[config.mk]
export PLATFORM = sky130hd
export DESIGN_NAME = dest_ip_tbl_arbiter_flat
export DESIGN_NICKNAME = d
export VERILOG_FILES = /design/src/rtl/dest_ip_tbl_arbiter_if.sv /design/src/rtl/dest_ip_tbl_arbiter.sv /design/src/flat_wrapper.sv
export SDC_FILE = /design/constraint.sdc
export NUM_CORES = 1
export LEC_CHECK = 0
export CAP_MARGIN = 15
export CELL_PAD_IN_SITES_DETAIL_PLACEMENT = 1
export CELL_PAD_IN_SITES_GLOBAL_PLACEMENT = 1
export CORE_ASPECT_RATIO = 1.1
export CORE_MARGIN = 8
export CORE_UTILIZATION = 25
export CTS_CLUSTER_SIZE = 20
export DETAILED_ROUTE_END_ITERATION = 12
export HOLD_SLACK_MARGIN = 0.08
export PLACE_DENSITY_LB_ADDON = 0.1
export SLEW_MARGIN = 20
export SYNTH_ARGS = -nofsm -noshare
export SYNTH_HDL_FRONTEND = slang
export SYNTH_SLANG_ARGS = --single-unit
[constraint.sdc]
create_clock -name AXI_ACLK -period 4.64 [get_ports AXI_ACLK]
set_input_delay 0.696 -clock AXI_ACLK [delete_from_list [all_inputs] [get_ports AXI_ACLK]]
set_output_delay 0.696 -clock AXI_ACLK [all_outputs]
set_load 0.02 [all_outputs]
[src/rtl/dest_ip_tbl_arbiter_if.sv]
// Requester A/B command ports and destination-IP table port,
// grouped for the round-robin table arbiter.
interface dest_ip_tbl_arbiter_if #(
  parameter int DW = 32,
  parameter int AW = 5
);
  logic          a_req;
  logic          a_wr;
  logic [AW-1:0] a_addr;
  logic [DW-1:0] a_wdata;
  logic          a_ack;
  logic          a_err;
  logic [DW-1:0] a_rdata;

  logic          b_req;
  logic          b_wr;
  logic [AW-1:0] b_addr;
  logic [DW-1:0] b_wdata;
  logic          b_ack;
  logic          b_err;
  logic [DW-1:0] b_rdata;

  logic          tbl_rd_req;
  logic          tbl_wr_req;
  logic [AW-1:0] tbl_rd_addr;
  logic [AW-1:0] tbl_wr_addr;
  logic [DW-1:0] tbl_wr_data;
  logic [DW-1:0] tbl_rd_data;
  logic          tbl_rd_ack;
  logic          tbl_wr_ack;

  modport master (
    input  a_req, a_wr, a_addr, a_wdata,
    output a_ack, a_err, a_rdata,
    input  b_req, b_wr, b_addr, b_wdata,
    output b_ack, b_err, b_rdata,
    output tbl_rd_req, tbl_wr_req,
    output tbl_rd_addr, tbl_wr_addr,
    output tbl_wr_data,
    input  tbl_rd_data, tbl_rd_ack, tbl_wr_ack
  );

  modport slave (
    output a_req, a_wr, a_addr, a_wdata,
    input  a_ack, a_err, a_rdata,
    output b_req, b_wr, b_addr, b_wdata,
    input  b_ack, b_err, b_rdata,
    input  tbl_rd_req, tbl_wr_req,
    input  tbl_rd_addr, tbl_wr_addr,
    input  tbl_wr_data,
    output tbl_rd_data, tbl_rd_ack, tbl_wr_ack
  );
endinterface

[src/rtl/dest_ip_tbl_arbiter.sv]
// Round-robin arbiter sharing the destination-IP table port
// between the AXI-Lite register path (A) and the CPU path (B).
module dest_ip_tbl_arbiter #(
  parameter int C_S_AXI_DATA_WIDTH = 32,
  parameter int TBL_ADDR_WIDTH     = 5,
  parameter int TIMEOUT_CYCLES     = 16
) (
  input  logic                          AXI_ACLK,
  input  logic                          reset,
  dest_ip_tbl_arbiter_if.master         bus,
  output logic [C_S_AXI_DATA_WIDTH-1:0] timeout_count
);
  localparam int DW = C_S_AXI_DATA_WIDTH;
  localparam int AW = TBL_ADDR_WIDTH;

  localparam logic [1:0] S_IDLE  = 2'd0;
  localparam logic [1:0] S_ISSUE = 2'd1;
  localparam logic [1:0] S_WAIT  = 2'd2;
  localparam logic [1:0] S_DONE  = 2'd3;

  localparam logic [7:0] CNT_LAST = 8'(TIMEOUT_CYCLES - 1);
  localparam logic [DW-1:0] TMO_MAX = '1;

  logic [1:0]    state_q, state_d;
  logic          last_q, last_d;
  logic          grant_q, grant_d;
  logic          wr_q, wr_d;
  logic [AW-1:0] addr_q, addr_d;
  logic [DW-1:0] wdata_q, wdata_d;
  logic [7:0]    cnt_q, cnt_d;
  logic          rd_req_q, rd_req_d;
  logic          wr_req_q, wr_req_d;
  logic          a_ack_q, a_ack_d;
  logic          a_err_q, a_err_d;
  logic [DW-1:0] a_rdata_q, a_rdata_d;
  logic          b_ack_q, b_ack_d;
  logic          b_err_q, b_err_d;
  logic [DW-1:0] b_rdata_q, b_rdata_d;
  logic [DW-1:0] tmo_q, tmo_d;

  logic          pick;
  logic          hit;
  logic          expire;
  logic [DW-1:0] rdata_n;

  always_comb begin
    state_d   = state_q;
    last_d    = last_q;
    grant_d   = grant_q;
    wr_d      = wr_q;
    addr_d    = addr_q;
    wdata_d   = wdata_q;
    cnt_d     = cnt_q;
    rd_req_d  = 1'b0;
    wr_req_d  = 1'b0;
    a_ack_d   = 1'b0;
    a_err_d   = 1'b0;
    a_rdata_d = a_rdata_q;
    b_ack_d   = 1'b0;
    b_err_d   = 1'b0;
    b_rdata_d = b_rdata_q;
    tmo_d     = tmo_q;

    // 1 selects B; on a tie the requester not served last wins
    pick = (bus.a_req && bus.b_req) ? ~last_q : bus.b_req;
    hit = wr_q ? bus.tbl_wr_ack : bus.tbl_rd_ack;
    expire = (cnt_q == CNT_LAST);
    rdata_n = (hit && !wr_q) ? bus.tbl_rd_data : '0;

    unique case (state_q)
      S_IDLE: begin
        if (bus.a_req || bus.b_req) begin
          grant_d  = pick;
          wr_d     = pick ? bus.b_wr : bus.a_wr;
          addr_d   = pick ? bus.b_addr : bus.a_addr;
          wdata_d  = pick ? bus.b_wdata : bus.a_wdata;
          wr_req_d = wr_d;
          rd_req_d = !wr_d;
          cnt_d    = '0;
          state_d  = S_ISSUE;
        end
      end
      S_ISSUE: state_d = S_WAIT;
      S_WAIT: begin
        cnt_d = cnt_q + 8'd1;
        if (hit || expire) begin
          state_d = S_DONE;
          if (grant_q) begin
            b_ack_d   = 1'b1;
            b_err_d   = !hit;
            b_rdata_d = rdata_n;
          end else begin
            a_ack_d   = 1'b1;
            a_err_d   = !hit;
            a_rdata_d = rdata_n;
          end
          if (!hit && tmo_q != TMO_MAX)
            tmo_d = tmo_q + 1'b1;
        end
      end
      default: begin
        last_d  = grant_q;
        state_d = S_IDLE;
      end
    endcase
  end

  always_ff @(posedge AXI_ACLK) begin
    if (reset) begin
      state_q   <= S_IDLE;
      last_q    <= 1'b1;
      grant_q   <= 1'b0;
      wr_q      <= 1'b0;
      addr_q    <= '0;
      wdata_q   <= '0;
      cnt_q     <= '0;
      rd_req_q  <= 1'b0;
      wr_req_q  <= 1'b0;
      a_ack_q   <= 1'b0;
      a_err_q   <= 1'b0;
      a_rdata_q <= '0;
      b_ack_q   <= 1'b0;
      b_err_q   <= 1'b0;
      b_rdata_q <= '0;
      tmo_q     <= '0;
    end else begin
      state_q   <= state_d;
      last_q    <= last_d;
      grant_q   <= grant_d;
      wr_q      <= wr_d;
      addr_q    <= addr_d;
      wdata_q   <= wdata_d;
      cnt_q     <= cnt_d;
      rd_req_q  <= rd_req_d;
      wr_req_q  <= wr_req_d;
      a_ack_q   <= a_ack_d;
      a_err_q   <= a_err_d;
      a_rdata_q <= a_rdata_d;
      b_ack_q   <= b_ack_d;
      b_err_q   <= b_err_d;
      b_rdata_q <= b_rdata_d;
      tmo_q     <= tmo_d;
    end
  end

  assign bus.a_ack       = a_ack_q;
  assign bus.a_err       = a_err_q;
  assign bus.a_rdata     = a_rdata_q;
  assign bus.b_ack       = b_ack_q;
  assign bus.b_err       = b_err_q;
  assign bus.b_rdata     = b_rdata_q;
  assign bus.tbl_rd_req  = rd_req_q;
  assign bus.tbl_wr_req  = wr_req_q;
  assign bus.tbl_rd_addr = addr_q;
  assign bus.tbl_wr_addr = addr_q;
  assign bus.tbl_wr_data = wdata_q;
  assign timeout_count   = tmo_q;
endmodule

[src/flat_wrapper.sv]
// flat-port wrapper written by rule: the top's interface ports become plain ports
module dest_ip_tbl_arbiter_flat 
#(
  parameter int C_S_AXI_DATA_WIDTH = 32,
  parameter int TBL_ADDR_WIDTH     = 5,
  parameter int TIMEOUT_CYCLES     = 16
)
  (AXI_ACLK, reset, timeout_count, bus_a_req, bus_a_wr, bus_a_addr, bus_a_wdata, bus_a_ack, bus_a_err, bus_a_rdata, bus_b_req, bus_b_wr, bus_b_addr, bus_b_wdata, bus_b_ack, bus_b_err, bus_b_rdata, bus_tbl_rd_req, bus_tbl_wr_req, bus_tbl_rd_addr, bus_tbl_wr_addr, bus_tbl_wr_data, bus_tbl_rd_data, bus_tbl_rd_ack, bus_tbl_wr_ack);
  dest_ip_tbl_arbiter_if bus_i ();
  input  logic AXI_ACLK;
  input  logic reset;
  output logic [C_S_AXI_DATA_WIDTH-1:0] timeout_count;
  input wire logic [$bits(bus_i.a_req)-1:0] bus_a_req;
  input wire logic [$bits(bus_i.a_wr)-1:0] bus_a_wr;
  input wire logic [$bits(bus_i.a_addr)-1:0] bus_a_addr;
  input wire logic [$bits(bus_i.a_wdata)-1:0] bus_a_wdata;
  output wire logic [$bits(bus_i.a_ack)-1:0] bus_a_ack;
  output wire logic [$bits(bus_i.a_err)-1:0] bus_a_err;
  output wire logic [$bits(bus_i.a_rdata)-1:0] bus_a_rdata;
  input wire logic [$bits(bus_i.b_req)-1:0] bus_b_req;
  input wire logic [$bits(bus_i.b_wr)-1:0] bus_b_wr;
  input wire logic [$bits(bus_i.b_addr)-1:0] bus_b_addr;
  input wire logic [$bits(bus_i.b_wdata)-1:0] bus_b_wdata;
  output wire logic [$bits(bus_i.b_ack)-1:0] bus_b_ack;
  output wire logic [$bits(bus_i.b_err)-1:0] bus_b_err;
  output wire logic [$bits(bus_i.b_rdata)-1:0] bus_b_rdata;
  output wire logic [$bits(bus_i.tbl_rd_req)-1:0] bus_tbl_rd_req;
  output wire logic [$bits(bus_i.tbl_wr_req)-1:0] bus_tbl_wr_req;
  output wire logic [$bits(bus_i.tbl_rd_addr)-1:0] bus_tbl_rd_addr;
  output wire logic [$bits(bus_i.tbl_wr_addr)-1:0] bus_tbl_wr_addr;
  output wire logic [$bits(bus_i.tbl_wr_data)-1:0] bus_tbl_wr_data;
  input wire logic [$bits(bus_i.tbl_rd_data)-1:0] bus_tbl_rd_data;
  input wire logic [$bits(bus_i.tbl_rd_ack)-1:0] bus_tbl_rd_ack;
  input wire logic [$bits(bus_i.tbl_wr_ack)-1:0] bus_tbl_wr_ack;
  assign bus_i.a_req = bus_a_req;
  assign bus_i.a_wr = bus_a_wr;
  assign bus_i.a_addr = bus_a_addr;
  assign bus_i.a_wdata = bus_a_wdata;
  assign bus_a_ack = bus_i.a_ack;
  assign bus_a_err = bus_i.a_err;
  assign bus_a_rdata = bus_i.a_rdata;
  assign bus_i.b_req = bus_b_req;
  assign bus_i.b_wr = bus_b_wr;
  assign bus_i.b_addr = bus_b_addr;
  assign bus_i.b_wdata = bus_b_wdata;
  assign bus_b_ack = bus_i.b_ack;
  assign bus_b_err = bus_i.b_err;
  assign bus_b_rdata = bus_i.b_rdata;
  assign bus_tbl_rd_req = bus_i.tbl_rd_req;
  assign bus_tbl_wr_req = bus_i.tbl_wr_req;
  assign bus_tbl_rd_addr = bus_i.tbl_rd_addr;
  assign bus_tbl_wr_addr = bus_i.tbl_wr_addr;
  assign bus_tbl_wr_data = bus_i.tbl_wr_data;
  assign bus_i.tbl_rd_data = bus_tbl_rd_data;
  assign bus_i.tbl_rd_ack = bus_tbl_rd_ack;
  assign bus_i.tbl_wr_ack = bus_tbl_wr_ack;
  dest_ip_tbl_arbiter #(.C_S_AXI_DATA_WIDTH(C_S_AXI_DATA_WIDTH), .TBL_ADDR_WIDTH(TBL_ADDR_WIDTH), .TIMEOUT_CYCLES(TIMEOUT_CYCLES)) u_core (.AXI_ACLK(AXI_ACLK), .reset(reset), .bus(bus_i), .timeout_count(timeout_count));
endmodule
After elaboration in Yosys (flattened, before gate mapping)
Index checks and enable logic that the tools add are counted.
Widths: inputs -> output; s select.
{ "totals": {"register_bits": 152, "input_bits": 114, "out_inout_bits": 144, "elab_cells": 64} }
{ "op_classes": {"addsub": 2, "n_eq_ne": 6, "mux": 13, "n_bitwise": 6, "reduce_logical": 21} }
{ "op_table": {"columns": ["operator", "count"], "rows": [
  ["$mux 32", 2],
  ["$add 32x1->32 const B", 1],
  ["$ne 32x32->1 const B", 1],
  ["$pmux 8 s2", 1],
  ["$reduce_and 3->1", 3],
  ["$reduce_or 3->1", 3],
  ["$add 8x1->8 const B", 1],
  ["$eq 8x4->1 const B", 1],
  ["$mux 8", 1],
  ["$reduce_or 4->1", 2],
  ["$not 1->1", 6],
  ["$pmux 2 s3", 1],
  ["$reduce_and 2->1", 3],
  ["$mux 1", 5],
  ["$mux 5", 1],
  ["$mux 2", 2],
  ["$ne 2x1->1 const B", 2],
  ["$logic_and 1x1->1", 3],
  ["$logic_not 1->1", 3],
  ["$eq 2x1->1 const B", 1],
  ["$eq 2x2->1 const B", 1],
  ["$logic_not 2->1", 1],
  ["$logic_or 1x1->1", 2],
  ["$reduce_bool 2->1", 1]
]} }

Longest topological paths before layout
Gate-level depths: netlist of run 1.
{ "depth": {"depth_word": 4, "depth_mapped": 10, "ltp_nobuf": 7} }

Worst setup path after synthesis of run 1
OpenSTA, ideal clock, no wires.
{ "synth_path": {"kind": "input -> register", "from": "in bus_tbl_wr_ack", "to": "reg u_core.tmo_q[6], in the netlist u_core.timeout_count[6]", "setup_time_ps": 123, "t_arrival_ps": 2163, "t_required_ps": 4517, "path_slack_ps": 2353, "cell_stages": 6, "n_path_buf": 1, "cell_sequence": "mux2_2 -> nor4_4 -> o31ai_2 -> buf_2 -> nor3_1 -> mux2_1"} }
{ "synth_via": {"elab_chain_len": 4, "elab_cells_between_ends": 5, "cone_classes": "1 x mux; 4 x reduce/logical"} }
{ "synth_lines": {"columns": ["item", "line", "rtl"], "rows": [
  ["start, declared", "flat_wrapper.sv:34", "input wire logic [$bits(bus_i.tbl_wr_ack)-1:0] bus_tbl_wr_ack;"],
  ["$mux 1 *", "dest_ip_tbl_arbiter.sv:66", "hit = wr_q ? bus.tbl_wr_ack : bus.tbl_rd_ack;"],
  ["$logic_not 1->1", "dest_ip_tbl_arbiter.sv:97", "if (!hit && tmo_q != TMO_MAX)"],
  ["$logic_and 1x1->1", "dest_ip_tbl_arbiter.sv:97", null],
  ["$reduce_and 3->1 (no source line) *", null, null],
  ["end signal, assigned", "dest_ip_tbl_arbiter.sv:142", "tmo_q <= tmo_d;"],
  ["end, declared", "dest_ip_tbl_arbiter.sv:39", "logic [DW-1:0] tmo_q, tmo_d;"]
]} }
Mark *: on every way between the ends. The rest lies on a longest branch, timed or not.
A chain may end at the register's enable or synchronous reset.

Worst setup path after layout of run 1
{ "layout_path": {"from": "in bus_tbl_rd_ack", "to": "reg u_core.b_rdata_q[4], in the netlist u_core.bus.b_rdata[4]"} }
{ "layout_via": {"elab_chain_len": 3, "elab_cells_between_ends": 5, "cone_classes": "2 x mux; 3 x reduce/logical"} }
{ "layout_lines": {"columns": ["item", "line", "rtl"], "rows": [
  ["start, declared", "flat_wrapper.sv:33", "input wire logic [$bits(bus_i.tbl_rd_ack)-1:0] bus_tbl_rd_ack;"],
  ["$mux 1 *", "dest_ip_tbl_arbiter.sv:66", null],
  ["$logic_or 1x1->1 or $logic_and 1x1->1 (tied branches)", "dest_ip_tbl_arbiter.sv:86, dest_ip_tbl_arbiter.sv:68", null],
  ["$reduce_and 3->1 (no source line) or $mux 32 (tied branches)", null, null],
  ["end signal, assigned", "dest_ip_tbl_arbiter.sv:141", "b_rdata_q <= b_rdata_d;"],
  ["end, declared", "dest_ip_tbl_arbiter.sv:38", "logic [DW-1:0] b_rdata_q, b_rdata_d;"]
]} }
Marks and branches as above.

==> impl_metrics.json, run 1 <==
{
  "status": "complete, no violations",
  "n_antenna_cell": 0,
  "routed_wl_microns": 24270,
  "h-tree-depth": 4,
  "final_net_count": 1088,
  "initial_core_util": 0.2524,
  "syn_nets": 865,
  "gr-usage-all-layers": 0.1486,
  "cts_root_buffer": "clkbuf_16",
  "hold_path.class": "reg -> reg",
  "firstDrtPassIters": 4,
  "synth_compound_area_frac": 0.1561,
  "ir_worst_vdd_mv": 0.2157,
  "skew_ps": 15.01,
  "leakagePower_nw": 3.280,
  "relSlewSlack": 0.3594,
  "synth_edf_count": 0,
  "yosys_warnings": 0,
  "first_iter_violations": 270,
  "cts_setup_buffers": 0,
  "clkTransAtPathRegs_ps": 70,
  "ys_seq_area_frac": 0.4653,
  "grt_first_pass_wirelength_microns": 37150,
  "finalCritPeriodShare": 0.5814,
  "finalHoldViolations": 0,
  "synth.mux.area_fraction": 0.06792,
  "clockBufferDepth": 2,
  "mostFrequentLayoutCells": "clkdlybuf4s50_1 (256), dfxtp_1 (151), a21oi_1 (92)",
  "end_kind": "flip-flop",
  "maxCapViolCount": 0,
  "die_area_sq_mm": 0.03160,
  "crit_fanout": 22,
  "first_global_vias": 6515,
  "powerDensity_mw_per_mm2": 423.0,
  "drtAntennaViolNets": 0,
  "die_width_microns": 170.2,
  "portBuffers": 257,
  "hpwl_microns": 17340,
  "vias": 6344,
  "instances_no_fill": 1334,
  "finalSetupViolCount": 0,
  "rows": 62,
  "synth_simple_gate_area_frac": 0.2453,
  "cts_resized": 0,
  "clock_latency_ps": 420,
  "detail_route.wl_per_cell_microns": 18.19,
  "core_sq_mm": 0.02591,
  "cts_buffers": 17,
  "antenna_found_initial": 0,
  "synth_ff_type": "dfxtp_1",
  "io_pins": 258,
  "final_area_sq_mm": 0.01002,
  "setup_tns_ps": 0,
  "rsz0062_at_grt": "no",
  "fill_cells": 3025,
  "postSynthAreaPerCell_sq_um": 8.767,
  "cts_sinks": 152,
  "ys_seq_elements": 152,
  "viasPerCell": 4.756,
  "synth-xor-area-share": 0.009374,
  "layout-drive-gt1-share": 0.06110,
  "slew_viol_final": 0,
  "start_kind": "input pin",
  "postCtsHoldBufs": 0,
  "gp_congestion": 0.6993,
  "synth_top_family_by_area": "simple AND/OR/NAND/NOR gates",
  "max_slew.worst_pin.slew_ps": 958.2,
  "crit_arrival_ps": 2980,
  "syn_inst": 746,
  "criticalPathCategory": "in -> reg",
  "drc": 0,
  "layout_commonest_cell": "clkdlybuf4s50_1",
  "synth_fa_ha_area_frac": 0.009566,
  "grt_max_degree": 68,
  "die_h_microns": 185.6,
  "grt.overflow.total": 0,
  "ys_types": 48,
  "p_total_mw": 4.239,
  "place_area_sq_mm": 0.009402,
  "placed_cells": 1302,
  "max_freq_mhz": 370.7,
  "period_minus_slack_ps": 2698,
  "cts_tree": "done",
  "synth_area_sq_mm": 0.006540,
  "timing.hold.ws_ps": 453.2,
  "syn_to_final_growth_pct": 53.22,
  "ys_async_sr_fraction": 0,
  "critPathRequiredTime_ps": 4930
}
-- metrics by stage --
step	util	setup WS (ps)
finish	0.3868	1942
global route	0.3868	1757
CTS	0.3868	1867
detailed placement	0.3629	1411
global placement	0.3629	1502
floorplan	-	2353
-- registers in the layout, summed over array words and instances, names as in the netlist, 2 cells and up --
name / count
u_core.cnt_q: 8
u_core.bus.tbl_wr_data: 32
u_core.state_q: 2
u_core.bus.tbl_rd_addr: 5
u_core.bus.a_rdata: 32
u_core.timeout_count: 32
u_core.bus.b_rdata: 32
-- Yosys cell counts (2+ instances only) --
cell,number,area (sq um)
nor2_1,59,221.5
buf_4,5,37.54
o2111ai_1,3,26.28
nand2_1,82,307.8
nand3_1,18,90.09
and3_1,4,25.02
nand4b_1,33,289.0
and4_1,4,35.03
xor2_1,6,52.55
buf_2,4,20.02
o21ai_0,19,95.09
nor3_1,7,35.03
clkbuf_1,49,183.9
ha_1,5,62.56
and2_1,2,12.51
o21ai_1,2,10.01
dfxtp_1,152,3043
buf_1,5,18.77
nor2b_1,5,31.28
a21oi_1,92,460.4
a211oi_1,38,285.3
mux2_2,2,22.52
nand4_1,42,262.8
mux2i_1,41,410.4
o31ai_1,11,82.58
inv_1,8,30.03
or3_1,15,93.84
or4_1,13,97.59
-- kinds of logic after synthesis --
family,after synthesis
AO/OA/AOI/OAI,172
buffers and inverters,72
XOR/XNOR,7
flip-flops,152
adder cells (fa/ha/maj),5
AND/OR/NAND/NOR,294
multiplexers,44
-- layout make-up --
type | count | area (sq um) | share of cell area
repair buffers | 268 | 2665 | 0.2660
clock buffers | 18 | 439.2 | 0.04383
well taps | 352 | 440.4 | 0.04395
inverters | 8 | 30.03 | 0.002997
multi-input cells | 522 | 3222 | 0.3215
clock inverters | 14 | 180.2 | 0.01798
flip-flops and latches | 152 | 3044 | 0.3038
-- worst max-delay path, stage by stage --
cell	delay [ps]
clkdlybuf4s50_1	470
mux2_2	240
o21bai_1	200
nand3_1	730
buf_4	480
nand2_1	90
a21oi_1	60
-- final timing paths --
check,from,cells past startpoint,slack (ps),to
setup / recovery,bus_tbl_rd_ack,7,1940,u_core.bus.b_rdata[4]$_SDFFE_PP0P_
hold / removal,u_core.bus.a_rdata[26]$_SDFFE_PP0P_,2,450,u_core.bus.a_rdata[26]$_SDFFE_PP0P_
hold reg to reg,u_core.bus.a_rdata[26]$_SDFFE_PP0P_,2,450,u_core.bus.a_rdata[26]$_SDFFE_PP0P_
setup reg to reg,u_core.cnt_q[0]$_SDFFE_PP0P_,7,2030,u_core.bus.b_rdata[4]$_SDFFE_PP0P_
-- where the power goes --
group | internal, mW | switching [mW]
logic | 0.519 | 0.705
registers | 1.45 | 0.0792
clock network | 0.837 | 0.646
total | 2.81 | 1.43
-- layer usage --
layer,global-route usage,vias up,share of wire
met4,0.03265,0,0.0057
li1,-,3190,-
met5,0,-,0
met2,0.2594,128,0.51
met3,0.04922,7,0.065
met1,0.1740,3019,0.42
Note: power is estimated with default switching activity, not from simulation.
==> run 2: changes to the inputs <==
clock period = 2.6 ns   (was 4.64 ns; I/O delays follow)
==> impl_metrics.json, run 2 (synthesis gave the netlist of run 1 again) <==
{
  "end_kind": "flip-flop",
  "final_area_sq_mm": 0.01014,
  "hpwl_microns": 17560,
  "maxCapViolCount": 0,
  "finalCritPeriodShare": 0.9179,
  "max_slew.worst_pin.slew_ps": 968.5,
  "criticalPathCategory": "reg -> reg",
  "ir_worst_vdd_mv": 0.3014,
  "critPathRequiredTime_ps": 2890,
  "n_antenna_cell": 0,
  "finalSetupViolCount": 0,
  "clock_latency_ps": 420,
  "grt_max_degree": 76,
  "layout_commonest_cell": "clkdlybuf4s50_1",
  "gp_congestion": 0.7428,
  "portBuffers": 257,
  "timing.hold.ws_ps": 429.4,
  "die_h_microns": 185.6,
  "powerDensity_mw_per_mm2": 737.5,
  "setup_tns_ps": 0,
  "clockBufferDepth": 2,
  "first_global_vias": 6513,
  "finish.utilization": 0.3915,
  "initial_core_util": 0.2524,
  "mostFrequentLayoutCells": "clkdlybuf4s50_1 (256), dfxtp_1 (151), a21oi_1 (92)",
  "vias": 6424,
  "clkTransAtPathRegs_ps": 70,
  "period_minus_slack_ps": 2387,
  "leakagePower_nw": 3.344,
  "first_iter_violations": 234,
  "rsz0062_at_grt": "no",
  "final_net_count": 1102,
  "firstDrtPassIters": 5,
  "p_total_mw": 7.481,
  "rrSetupSlack_ps": 210,
  "start_kind": "flip-flop",
  "layout-drive-gt1-share": 0.07229,
  "cts_tree": "done",
  "drc": 0,
  "cts_root_buffer": "clkbuf_16",
  "max_freq_mhz": 419.0,
  "gr-usage-all-layers": 0.1500,
  "grt-busiest-layer": "met2",
  "viasPerCell": 4.766,
  "antenna_found_initial": 0,
  "finalHoldViolations": 0,
  "relSlewSlack": 0.3459,
  "crit_fanout": 11,
  "slew_viol_final": 0,
  "rows": 62,
  "syn_to_final_growth_pct": 55.10,
  "grt_first_pass_wirelength_microns": 37360,
  "postCtsHoldBufs": 0,
  "drtAntennaViolNets": 0,
  "die_width_microns": 170.2,
  "detail_route.wl_per_cell_microns": 18.16,
  "place_area_sq_mm": 0.009557,
  "cts_resized": 0,
  "crit_arrival_ps": 2680,
  "core_sq_mm": 0.02591,
  "grtUsageMet2": 0.2570,
  "die_area_sq_mm": 0.03160,
  "skew_ps": 17.12,
  "cts_buffers": 17,
  "io_pins": 258,
  "hold_path.class": "in -> reg",
  "routed_wl_microns": 24480,
  "grt.overflow.total": 0,
  "use_met1": 0.1786,
  "status": "complete, no violations",
  "cts_sinks": 152,
  "met3_usage": 0.05070,
  "h-tree-depth": 4,
  "cts_setup_buffers": 0
}
-- run 2: cell count changes in the layout (fill, tap and decap cells not counted), sizes merged --
cell and change:
inv -5, clkinvlp +3, clkbuf +2, buf +14
-- run 2: area by class of cell --
| type | count | area, sq um |
|---|---|---|
| Clock buffer | 20 | 446.7 |
| Tap cell | 352 | 440.4 |
| Fill cell | 3097 | 15770 |
| Clock inverter | 12 | 140.1 |
| Inverter | 8 | 30.03 |
| Multi-Input combinational cell | 522 | 3222 |
| Timing Repair Buffer | 282 | 2820 |
| Sequential cell | 152 | 3044 |
-- run 2: worst max-delay path, cell delays in order, from the launching register on --
cell	delay, ps
dfxtp_1	410
nand4_1	210
or2_2	390
o31ai_2	710
buf_4	290
mux2i_1	190
nor2_1	50
-- run 2: metrics by stage --
step,worst slack (ps),cells
after global routing,40.36,1348
after floorplan,434.2,746
after CTS,169.7,1348
after global placement,132.0,1316
after detailed placement,134.9,1316
final,213.4,1348
-- run 2: path summary, 6_finish.rpt --
path / startpoint / to / cells past startpoint
worst min register to register: u_core.bus.a_rdata[11]$_SDFFE_PP0P_ / u_core.bus.a_rdata[11]$_SDFFE_PP0P_ / 2
worst min-delay path: reset / u_core.timeout_count[1]$_SDFFE_PP0P_ / 2
worst max-delay path: u_core.timeout_count[8]$_SDFFE_PP0P_ / u_core.timeout_count[1]$_SDFFE_PP0P_ / 6
worst max register to register: u_core.timeout_count[8]$_SDFFE_PP0P_ / u_core.timeout_count[1]$_SDFFE_PP0P_ / 6
-- run 2: per-layer routing --
metal | vias to the layer above | share of wire | wire length [microns]
li1 | 3212 | - | -
met1 | 3075 | 0.43 | 10500
met2 | 128 | 0.50 | 12200
met3 | 9 | 0.065 | 1592
met4 | 0 | 0.0077 | 189
met5 | - | 0 | 0
-- run 2: where the power goes --
| group | switching (mW) | internal (mW) | total (mW) |
|---|---|---|---|
| Combinational | 1.27 | 0.955 | 2.22 |
| Clock | 1.06 | 1.46 | 2.52 |
| Sequential | 0.145 | 2.59 | 2.74 |
